## src/rtl/eth_pkg.sv

```systemverilog
// Shared constants and parser state encoding for the Ethernet II RX header parser.
package eth_pkg;

  localparam int          ETH_MAC_LEN   = 6;
  localparam logic [47:0] ETH_BCAST_MAC = 48'hFFFF_FFFF_FFFF;
  localparam logic [15:0] ETH_TYPE_ARP  = 16'h0806;
  localparam logic [15:0] ETH_TYPE_IPV4 = 16'h0800;
  localparam logic [15:0] ETH_TYPE_VLAN = 16'h8100;

  typedef enum logic [2:0] {
    ST_SYNC,
    ST_IDLE,
    ST_DST,
    ST_SRC,
    ST_TYPE,
    ST_VLAN,
    ST_PAYLOAD,
    ST_DROP
  } eth_state_e;

endpackage

```

## src/rtl/eth_type_match.sv

```systemverilog
// Combinational priority match of an EtherType against a programmable table.
// Ports:
//   type_in   : EtherType under test
//   tbl       : NUM_TYPES entries, entry i at [16*i+15 -: 16]
//   en        : per-entry enable
//   hit       : some enabled entry matches
//   idx       : lowest matching entry index (0 when no hit)
module eth_type_match #(
  parameter int NUM_TYPES = 2,
  parameter int IDX_W     = 1
) (
  input  logic [15:0]             type_in,
  input  logic [16*NUM_TYPES-1:0] tbl,
  input  logic [NUM_TYPES-1:0]    en,
  output logic                    hit,
  output logic [IDX_W-1:0]        idx
);

  // Scan high to low so the lowest matching index is the last one written.
  always_comb begin
    hit = 1'b0;
    idx = '0;
    for (int i = NUM_TYPES - 1; i >= 0; i--) begin
      if (en[i] && (tbl[16*i +: 16] == type_in)) begin
        hit = 1'b1;
        idx = i[IDX_W-1:0];
      end
    end
  end

endmodule

```

## src/rtl/eth_header_parser.sv

```systemverilog
// Ethernet II RX header parser. Consumes an 8-bit AXI-Stream frame starting at
// the destination MAC MSB, captures dst/src MAC and EtherType, filters on dst
// MAC and an EtherType table, publishes a header record and forwards the
// payload of accepted frames through a single output register.
// Optional build macro ETH_HDR_VLAN_EN: parse one 802.1Q tag (TCI + inner type).
// Ports:
//   aclk/aresetn        : clock, synchronous active-low reset
//   s_t*                : input byte stream
//   m_t*                : payload byte stream (latency 1)
//   local_mac, type_table, type_enable, promisc_en, mcast_en : filter config
//   hdr_*               : header record, valid on hdr_valid pulse, held after
//   err_runt            : pulse when tlast lands inside the header
//   drop_count          : saturating count of rejected and runt frames
module eth_header_parser
  import eth_pkg::*;
#(
  parameter  int NUM_TYPES = 2,
  parameter  int CNT_W     = 16,
  localparam int IDX_W     = (NUM_TYPES > 1) ? $clog2(NUM_TYPES) : 1
) (
  input  logic                    aclk,
  input  logic                    aresetn,
  input  logic [7:0]              s_tdata,
  input  logic                    s_tvalid,
  output logic                    s_tready,
  input  logic                    s_tlast,
  output logic [7:0]              m_tdata,
  output logic                    m_tvalid,
  input  logic                    m_tready,
  output logic                    m_tlast,
  input  logic [47:0]             local_mac,
  input  logic [16*NUM_TYPES-1:0] type_table,
  input  logic [NUM_TYPES-1:0]    type_enable,
  input  logic                    promisc_en,
  input  logic                    mcast_en,
  output logic                    hdr_valid,
  output logic [47:0]             hdr_dst_mac,
  output logic [47:0]             hdr_src_mac,
  output logic [15:0]             hdr_type,
  output logic [IDX_W-1:0]        hdr_type_idx,
  output logic [11:0]             hdr_vlan_id,
  output logic                    err_runt,
  output logic [CNT_W-1:0]        drop_count
);

  localparam logic [2:0] MAC_LAST = 3'(ETH_MAC_LEN - 1);

  eth_state_e state, state_n;
  logic [2:0]  cnt, cnt_n;
  logic [47:0] dst_sh, src_sh;
  logic [15:0] type_sh, type_cur;
  logic        xfer, runt, decide, accept, reject, mac_ok, hit;
  logic [IDX_W-1:0] idx;

  // The output register only blocks in IDLE (so a new frame cannot start while
  // the previous last byte is stalled) and in PAYLOAD; header bytes are never
  // forwarded, so the other states always accept.
  assign s_tready = (state == ST_IDLE || state == ST_PAYLOAD) ? (!m_tvalid || m_tready) : 1'b1;
  assign xfer     = s_tvalid && s_tready;
  assign type_cur = {type_sh[7:0], s_tdata};

  assign mac_ok = promisc_en || (dst_sh == local_mac) || (dst_sh == ETH_BCAST_MAC) ||
                  (mcast_en && dst_sh[40]);

  eth_type_match #(.NUM_TYPES(NUM_TYPES), .IDX_W(IDX_W)) u_match (
    .type_in (type_cur),
    .tbl     (type_table),
    .en      (type_enable),
    .hit     (hit),
    .idx     (idx)
  );

  always_ff @(posedge aclk) begin
    if (!aresetn) begin
      state <= ST_SYNC;
      cnt   <= '0;
    end else begin
      state <= state_n;
      cnt   <= cnt_n;
    end
  end

  always_comb begin
    state_n = state;
    cnt_n   = cnt;
    runt    = 1'b0;
    decide  = 1'b0;
    accept  = 1'b0;
    reject  = 1'b0;
    if (xfer) begin
      case (state)
        ST_SYNC: if (s_tlast) state_n = ST_IDLE;
        // IDLE consumes dst byte 0; DST then counts bytes 1..5.
        ST_IDLE:
          if (s_tlast) runt = 1'b1;
          else begin state_n = ST_DST; cnt_n = 3'd1; end
        ST_DST:
          if (s_tlast) runt = 1'b1;
          else if (cnt == MAC_LAST) begin state_n = ST_SRC; cnt_n = '0; end
          else cnt_n = cnt + 3'd1;
        ST_SRC:
          if (s_tlast) runt = 1'b1;
          else if (cnt == MAC_LAST) begin state_n = ST_TYPE; cnt_n = '0; end
          else cnt_n = cnt + 3'd1;
        ST_TYPE:
          if (s_tlast) runt = 1'b1;
          else if (cnt == 3'd0) cnt_n = 3'd1;
`ifdef ETH_HDR_VLAN_EN
          else if (type_cur == ETH_TYPE_VLAN) begin state_n = ST_VLAN; cnt_n = '0; end
`endif
          else decide = 1'b1;
`ifdef ETH_HDR_VLAN_EN
        // Bytes 0-1: TCI, bytes 2-3: inner EtherType.
        ST_VLAN:
          if (s_tlast) runt = 1'b1;
          else if (cnt == 3'd3) decide = 1'b1;
          else cnt_n = cnt + 3'd1;
`endif
        ST_PAYLOAD, ST_DROP: if (s_tlast) state_n = ST_IDLE;
        default: state_n = ST_SYNC;
      endcase
      if (runt) begin
        state_n = ST_IDLE;
        cnt_n   = '0;
      end
      if (decide) begin
        cnt_n = '0;
        if (mac_ok && hit) begin accept = 1'b1; state_n = ST_PAYLOAD; end
        else               begin reject = 1'b1; state_n = ST_DROP;    end
      end
    end
  end

  always_ff @(posedge aclk) begin
    if (!aresetn) begin
      dst_sh       <= '0;
      src_sh       <= '0;
      type_sh      <= '0;
      m_tdata      <= '0;
      m_tvalid     <= 1'b0;
      m_tlast      <= 1'b0;
      hdr_valid    <= 1'b0;
      hdr_dst_mac  <= '0;
      hdr_src_mac  <= '0;
      hdr_type     <= '0;
      hdr_type_idx <= '0;
      err_runt     <= 1'b0;
      drop_count   <= '0;
    end else begin
      hdr_valid <= accept;
      err_runt  <= runt;
      if (xfer) begin
        case (state)
          ST_IDLE, ST_DST: dst_sh  <= {dst_sh[39:0], s_tdata};
          ST_SRC:          src_sh  <= {src_sh[39:0], s_tdata};
          ST_TYPE:         type_sh <= {type_sh[7:0], s_tdata};
          ST_VLAN:         if (cnt[1]) type_sh <= {type_sh[7:0], s_tdata};
          default: ;
        endcase
      end
      if (accept) begin
        hdr_dst_mac  <= dst_sh;
        hdr_src_mac  <= src_sh;
        hdr_type     <= type_cur;
        hdr_type_idx <= idx;
      end
      if ((runt || reject) && (drop_count != '1))
        drop_count <= drop_count + 1'b1;
      if (state == ST_PAYLOAD && xfer) begin
        m_tvalid <= 1'b1;
        m_tdata  <= s_tdata;
        m_tlast  <= s_tlast;
      end else if (m_tready) begin
        m_tvalid <= 1'b0;
        m_tlast  <= 1'b0;
      end
    end
  end

`ifdef ETH_HDR_VLAN_EN
  logic [15:0] tci_sh;
  always_ff @(posedge aclk) begin
    if (!aresetn) begin
      tci_sh      <= '0;
      hdr_vlan_id <= '0;
    end else begin
      if (xfer && state == ST_VLAN && !cnt[1]) tci_sh <= {tci_sh[7:0], s_tdata};
      // Untagged frames report VLAN 0.
      if (accept) hdr_vlan_id <= (state == ST_VLAN) ? tci_sh[11:0] : 12'h000;
    end
  end
`else
  assign hdr_vlan_id = 12'h000;
`endif

endmodule

```

## config.mk

```make
export PLATFORM = sky130hd
export DESIGN_NAME = eth_header_parser
export DESIGN_NICKNAME = d
export VERILOG_FILES = /design/src/rtl/eth_pkg.sv /design/src/rtl/eth_type_match.sv /design/src/rtl/eth_header_parser.sv
export SDC_FILE = /design/constraint.sdc
export NUM_CORES = 1
export LEC_CHECK = 0
export CORE_ASPECT_RATIO = 0.5
export CORE_MARGIN = 3
export CORE_UTILIZATION = 50
export DETAILED_ROUTE_END_ITERATION = 7
export GPL_ROUTABILITY_DRIVEN = 0
export PLACE_DENSITY = 0.8
export SLEW_MARGIN = 0
export SYNTH_ARGS = -nofsm -noshare
export SYNTH_HDL_FRONTEND = slang
export SYNTH_SLANG_ARGS = --single-unit
```

## constraint.sdc

```tcl
create_clock -name aclk -period 3.5 [get_ports aclk]
set_input_delay 0.525 -clock aclk [delete_from_list [all_inputs] [get_ports aclk]]
set_output_delay 0.525 -clock aclk [all_outputs]
set_load 0.01 [all_outputs]
```

### After elaboration in Yosys (flattened, before gate mapping)

Index checks and enable logic that the tools add are counted.

| operators by class | value |
|---|---|
| shift operators | 0 |
| $add $sub $neg | 2 |
| multiply operators | 0 |
| reductions and logical operators | 28 |
| equality and inequality tests | 24 |
| div/mod/pow operators | 0 |
| bitwise operators | 0 |
| magnitude comparators | 0 |
| muxes and demuxes | 41 |

Operators by type and width:

| operator | count |
|---|---|
| == test 48 bit | 1 |
| == test 48 bit, second input constant | 1 |
| 2-to-1 mux 3 bit | 15 |
| == test 16 bit | 2 |
| != test 4 x 3 -> 1 bit, second input constant | 6 |
| 2-to-1 mux 1 bit | 22 |
| adder 16 x 1 -> 16 bit, second input constant | 1 |
| != test 16 bit, second input constant | 1 |
| one-hot mux 8 bit (2 select lines) | 1 |
| == test 3 bit, second input constant | 5 |
| one-hot mux 3 bit (5 select lines) | 1 |
| one-hot mux 3 bit (3 select lines) | 1 |
| 2-to-1 mux 8 bit | 1 |
| != test 4 x 2 -> 1 bit, second input constant | 2 |
| AND reduction 8 bit | 1 |
| logical AND 1 bit | 7 |
| == test 3 x 2 -> 1 bit, second input constant | 2 |
| logical NOT 3 bit | 2 |
| logical OR 1 bit | 6 |
| AND reduction 6 bit | 1 |
| nonzero test 5 bit | 1 |
| != test 4 x 1 -> 1 bit, second input constant | 1 |
| AND reduction 2 bit | 2 |
| nonzero test 2 bit | 2 |
| other kinds (9) | 10 |

| word-level totals | value |
|---|---|
| bits in writable memories | 0 |
| bits in latches | 0 |
| memories | 0 |
| output and inout bits | 154 |
| input port bits | 97 |
| register bits after elaboration | 251 |
| memory bits (read-only) | 0 |
| word-level logic and storage cells | 110 |

### Depth between registers and ports, before layout

| logic depth | value |
|---|---|
| depth in word-level cells | 10 |
| gate-level depth with buffers | 10 |

### By module

From an unflattened synthesis, not the netlist that was laid out.

| unflattened totals | value |
|---|---|
| cell total of the unflattened synthesis | 1287 |
| area, all modules | 10391.2 um2 |

Modules (own cells, without submodules):

| module | cells an instance | area an instance (um2) | sequential area each (um2) | instances |
|---|---|---|---|---|
| eth_header_parser | 1241 | 9994.6 | 5024.8 | 1 |
| eth_type_match | 46 | 396.6 | 0.0 | 1 |

### Worst setup path before layout

OpenSTA, ideal clock, no wires.

| timing | value |
|---|---|
| path kind | input to register |
| from | input s_tdata[1] |
| to | register hdr_dst_mac[11] |
| required time | 3372 ps |
| arrival time | 2894 ps |
| library setup time | 128 ps |
| stages | 10 |
| setup slack | 478 ps |
| buffers on the path | 3 |
| cell sequence | clkbuf_1 > xor2_1 > or4_1 > nor2_1 > or4b_1 > a211oi_2 > buf_6 > buf_6 > mux2i_1 > nor2_1 |

| between the ends | value |
|---|---|
| word-level cells in the longest chain between the ends | 8 |
| elaborated cells on any way between the ends | 10 |

RTL lines:

| what | line | RTL |
|---|---|---|
| start, declared | eth_header_parser.sv:23 | `input logic [7:0] s_tdata,` |
| == test 16 bit | eth_type_match.sv:24 | `if (en[i] && (tbl[16*i +: 16] == type_in)) begin` |
| logical AND 1 bit | eth_type_match.sv:24 |  |
| 2-to-1 mux 1 bit | eth_type_match.sv:24 |  |
| 2-to-1 mux 1 bit * | eth_type_match.sv:24 |  |
| logical AND 1 bit * | eth_header_parser.sv:128 | `if (mac_ok && hit) begin accept = 1'b1; state_n = ST_PAYLOAD; end` |
| 2-to-1 mux 1 bit * | eth_header_parser.sv:128 |  |
| 2-to-1 mux 1 bit * | eth_header_parser.sv:126 | `if (decide) begin` |
| 2-to-1 mux 1 bit * | eth_header_parser.sv:90 | `if (xfer) begin` |
| end signal, assigned | eth_header_parser.sv:162 | `hdr_dst_mac <= dst_sh;` |
| end, declared | eth_header_parser.sv:37 | `output logic [47:0] hdr_dst_mac,` |

Mark *: on every way between the ends. The rest lies on a longest branch, timed or not.
A chain may end at the register's enable or synchronous reset.

### Worst setup path after layout

| timing | value |
|---|---|
| from | input s_tdata[1] |
| to | register hdr_dst_mac[23] |

Same word-level chain as after synthesis.

==> results.md <==
Synth:
- The synthesized-area fraction occupied by xor and xnor cells is 6.706%.
- The post-synthesis share of cell area spent on and, or, nand and nor gates is 19.75%.
- The number of synthesized flops with an enable pin is 0.
- The post-synthesis cell area is 10580 um^2.
- The Yosys step of the flow raised 0 warnings.
- Counting flops with an async set or reset pin after synthesis yields a share of 0%.
- By area, the combinational part of the netlist is dominated by simple AND/OR/NAND/NOR gates.
- The synthesized area per cell is 8.816 um^2.
- The synthesized netlist contains 50 unique library cells.
- Synthesis inferred 251 register bits.
- The most frequently used flop master after synthesis is sky130_fd_sc_hd__dfxtp_1.
- The proportion of synthesized area in mux cells is 13.44%.
- The adder-cell share of the synthesized area is 0.1183%.
- The area fraction in compound gates after synthesis is 7.865%.
- Summing the sequential cell areas from Yosys gives 47.50% of the chip area.
- The post-synthesis cell count is 1200.

Layout:
- The area occupied by registers is 5025 um^2.
- In the final layout, the share of cells above drive strength 1 is 5.837%.
- The layout has 1539 filler cells.
- Summing all multi-input logic gate instances after layout gives 5130 um^2.
- From synthesis to final layout, the design area changed by 32.44%.
- The final layout contains 1521 nets.
- With fillers left out, the area of the finished cells amounts to 14010 um^2.

Run status:
- The flow ran to the end, and the final reports show no timing, DRC or antenna violations.

STA:
- For the pin with the worst max-slew slack, the measured transition is 0.6374 ns.
- The worst slew margin relative to its limit is 57.50%.
- The final-report max-slew violation count is 0.
- For this run, the top clock speed supported by timing is 0.3250 GHz.
- The setup TNS after final layout is 0 ns.
- The worst path needs 3.077 ns of the cycle, external delays included.
- The clock tree skew after final layout is 0.01810 ns.
- The count of endpoints failing hold in the final timing report came to 0.
- The worst path uses 87.92% of the clock period.
- Setup repair after global routing left no endpoint under its margin.
- The total of endpoints with negative setup slack in the final report is 0.

GRT:
- Entering global routing, the biggest net connects 82 pins.
- The first global-routing pass estimated 49.36 mm of wire.
- The total congestion overflow is 0.
- The number of antenna violations at the first check in global routing is 1.
- The via count of the first global-routing pass is 9027.
- The total global routing track utilization is 26.91%.

Worst setup path:
- The worst setup path is captured at a register.
- The worst endpoint required time is 3.86 ns.
- The path type of the worst setup path is in2reg.
- The worst setup path is launched from an input port.
- Of all nets on the critical path, the largest fanout is 24.
- Data on the critical path arrives at its endpoint at 3.44 ns.

Clocking:
- The H-tree depth reported by CTS is 1.
- The number of gates resized after cts is 0.
- TritonCTS created 23 clock buffers.
- The clock drives 251 sinks.
- After clock tree synthesis, the clock-pin slew on the worst setup and hold paths is 0.07 ns.
- The later-pin clock latency in the skew report is 0.51 ns.
- The number of hold buffers added after CTS was 0.
- The number of post-CTS setup repair buffers is 0.
- TritonCTS built the clock tree.
- In this run the deepest clock path goes through 3 buffers.
- CTS placed an instance of sky130_fd_sc_hd__clkbuf_16 at the clock tree root.

Placed design:
- Input and output buffers added on the ports amount to 238.
- Summing all placed instances gives a cell area of 13280 um^2.
- The placed wire-length estimate after detailed placement is 23.33 mm.

Worst hold path:
- The path type of the worst min-delay path is reg2reg.

Die:
- In this run the vertical extent of the chip is 108.9 um.
- The I/O pin total is 251.
- The core footprint is 20090 um^2.
- In this run the core area contains 36 standard-cell rows.
- The starting density of the core is 52.66%.
- The floorplan step defined a die boundary enclosing 23050 um^2.
- The width of the die is 211.7 um.

Power:
- Total power for the finished layout comes to 5.771 mW.
- Summed over all cells, the static leakage comes to 4.646 nW.
- The part of the total power dissipated in the clock network is 43.2%.
- The maximum vdd drop is 0.2552 mV.
- The power share of the combinational group is 6.9%.
- The internal power of the cells is 4.458 mW.
- The reported net switching power is 1.313 mW.
- Power spread over the standard cell area amounts to 411.9 nW/um^2.
- The register share of total power is 49.9%.
- Of the total power, the share spent switching nets is 22.75%.

Detailed routing:
- The average via count per standard cell is 5.502.
- The total number of vias is 9386.
- The total length of routed wires is 32.00 mm.
- In this run the remaining antenna-violating nets after routing total 0.
- The number of optimization iterations in the first detailed-route pass is 6.
- The first routing iteration left 912 violations.
- After detailed routing, the number of remaining DRC violations is 0.
- After detailed routing, the average wire length per cell comes to 18.75 um.

Run:
- The number of max-capacitance violations reported is 0.
==> registers in the layout, indices dropped and copies added (netlist names) <==
signal,cells
cnt,3
drop_count,16
dst_sh,48
err_runt,1
hdr_dst_mac,48
hdr_src_mac,48
hdr_type,16
hdr_type_idx,1
hdr_valid,1
m_tdata,8
m_tlast,1
m_tvalid,1
src_sh,48
state,3
type_sh,8
==> cell families after synthesis <==
| family | count (synthesis) |
|---|---|
| compound gates | 148 |
| xor+xnor | 81 |
| fa+ha+maj | 1 |
| buf+inv | 97 |
| flops | 251 |
| mux | 142 |
| other cells | 1 |
| simple gates | 479 |
==> layer usage <==
layer	up-vias	wire length, um	global-route usage (%)
met2	353	14570	43.74
met3	55	2580	5.778
met5	-	13	0
li1	4465	-	-
met4	2	733	6.492
met1	4511	14100	36.96
==> worst max-delay path: stages <==
cell                              delay, ns
sky130_fd_sc_hd__clkdlybuf4s50_1       0.53
sky130_fd_sc_hd__xor2_1                0.22
sky130_fd_sc_hd__or4_1                 0.55
sky130_fd_sc_hd__nor2_1                0.09
sky130_fd_sc_hd__or4b_1                0.51
sky130_fd_sc_hd__a211oi_4              0.27
sky130_fd_sc_hd__buf_4                 0.18
sky130_fd_sc_hd__buf_12                0.20
sky130_fd_sc_hd__mux2i_1               0.25
sky130_fd_sc_hd__nor2_1                0.07
==> area by class of cell <==
class                           count  area share [%]
Clock inverter                     10          0.7591
Clock buffer                       31           4.465
Tap cell                          266           2.375
Sequential cell                   251           35.86
Inverter                            5          0.1697
Timing Repair Buffer              279           19.74
Antenna cell                        1         0.01786
Multi-Input combinational cell    863           36.61
==> stage by stage <==
stage | cells | hold WS [ns] | setup WS (ns) | util [%]
final | 1706 | 0.4605 | 0.4229 | 69.74
after global placement | 1664 | 0.4419 | 0.03906 | 66.09
after global routing | 1705 | 0.4906 | 0.2904 | 69.73
after CTS | 1705 | 0.4632 | 0.4500 | 69.73
after floorplan | 1211 | 0.4360 | 0.4783 | -
after detailed placement | 1664 | 0.4536 | -0.06790 | 66.09
==> cell usage after synthesis (4+ instances only) <==
cell                       instances  area, um^2
sky130_fd_sc_hd__a211oi_1          6       45.04
sky130_fd_sc_hd__a21oi_1         114       570.6
sky130_fd_sc_hd__and3_1            6       37.54
sky130_fd_sc_hd__buf_4            16       120.1
sky130_fd_sc_hd__buf_6             8       90.09
sky130_fd_sc_hd__clkbuf_1         65       244.0
sky130_fd_sc_hd__dfxtp_1         251        5025
sky130_fd_sc_hd__inv_1             4       15.01
sky130_fd_sc_hd__mux2i_1         142        1421
sky130_fd_sc_hd__nand2_1         221       829.6
sky130_fd_sc_hd__nand2b_1         16       100.1
sky130_fd_sc_hd__nand3_1          18       90.09
sky130_fd_sc_hd__nand4_1          37       231.5
sky130_fd_sc_hd__nor2_1          143       536.8
sky130_fd_sc_hd__nor3_1            8       40.04
sky130_fd_sc_hd__nor4_1            5       31.28
sky130_fd_sc_hd__o21ai_0           5       25.02
sky130_fd_sc_hd__or4_1             8       60.06
sky130_fd_sc_hd__xnor2_1          73       639.4
sky130_fd_sc_hd__xor2_1            8       70.07
==> final timing paths <==
path	slack, ns	cells past startpoint	end	start
setup / recovery	0.42	10	hdr_dst_mac[23]$_SDFFE_PN0P_	s_tdata[1]
setup reg to reg	0.65	9	hdr_dst_mac[23]$_SDFFE_PN0P_	type_sh[0]$_SDFFE_PN0P_
hold reg to reg	0.46	2	src_sh[44]$_SDFFE_PN0P_	src_sh[44]$_SDFFE_PN0P_
hold / removal	0.46	2	src_sh[44]$_SDFFE_PN0P_	src_sh[44]$_SDFFE_PN0P_
==> power groups by stage <==
stage | sequential [mW] | combinational (mW) | clock, mW
2_1_floorplan | 2.94 | 0.204 | 0
3_3_place_gp | 2.95 | 0.382 | 0
6_report | 2.88 | 0.396 | 2.49
4_1_cts | 2.88 | 0.389 | 2.52
5_1_grt | 2.88 | 0.421 | 2.64
3_5_place_dp | 2.95 | 0.386 | 0
==> cells in the final DEF (no fill, tap or decap), drive strengths merged, types with 5 or more instances in the layout <==
cell / netlist / final
nor2: 143 / 143
inv: 5 / 6
nand2: 221 / 221
nand4: 37 / 37
xnor2: 73 / 73
or4: 8 / 8
nand2b: 16 / 16
o21ai: 5 / 5
clkbuf: 65 / 31
mux2i: 142 / 142
and3: 6 / 6
conb: 1 / 12
a21oi: 114 / 114
xor2: 8 / 8
nand3: 18 / 18
nor4: 5 / 5
a211oi: 7 / 7
clkdlybuf4s50: 0 / 238
nor3: 8 / 8
clkinv: 0 / 7
dfxtp: 251 / 251
buf: 27 / 41
Power figures use the tool's default switching activity.
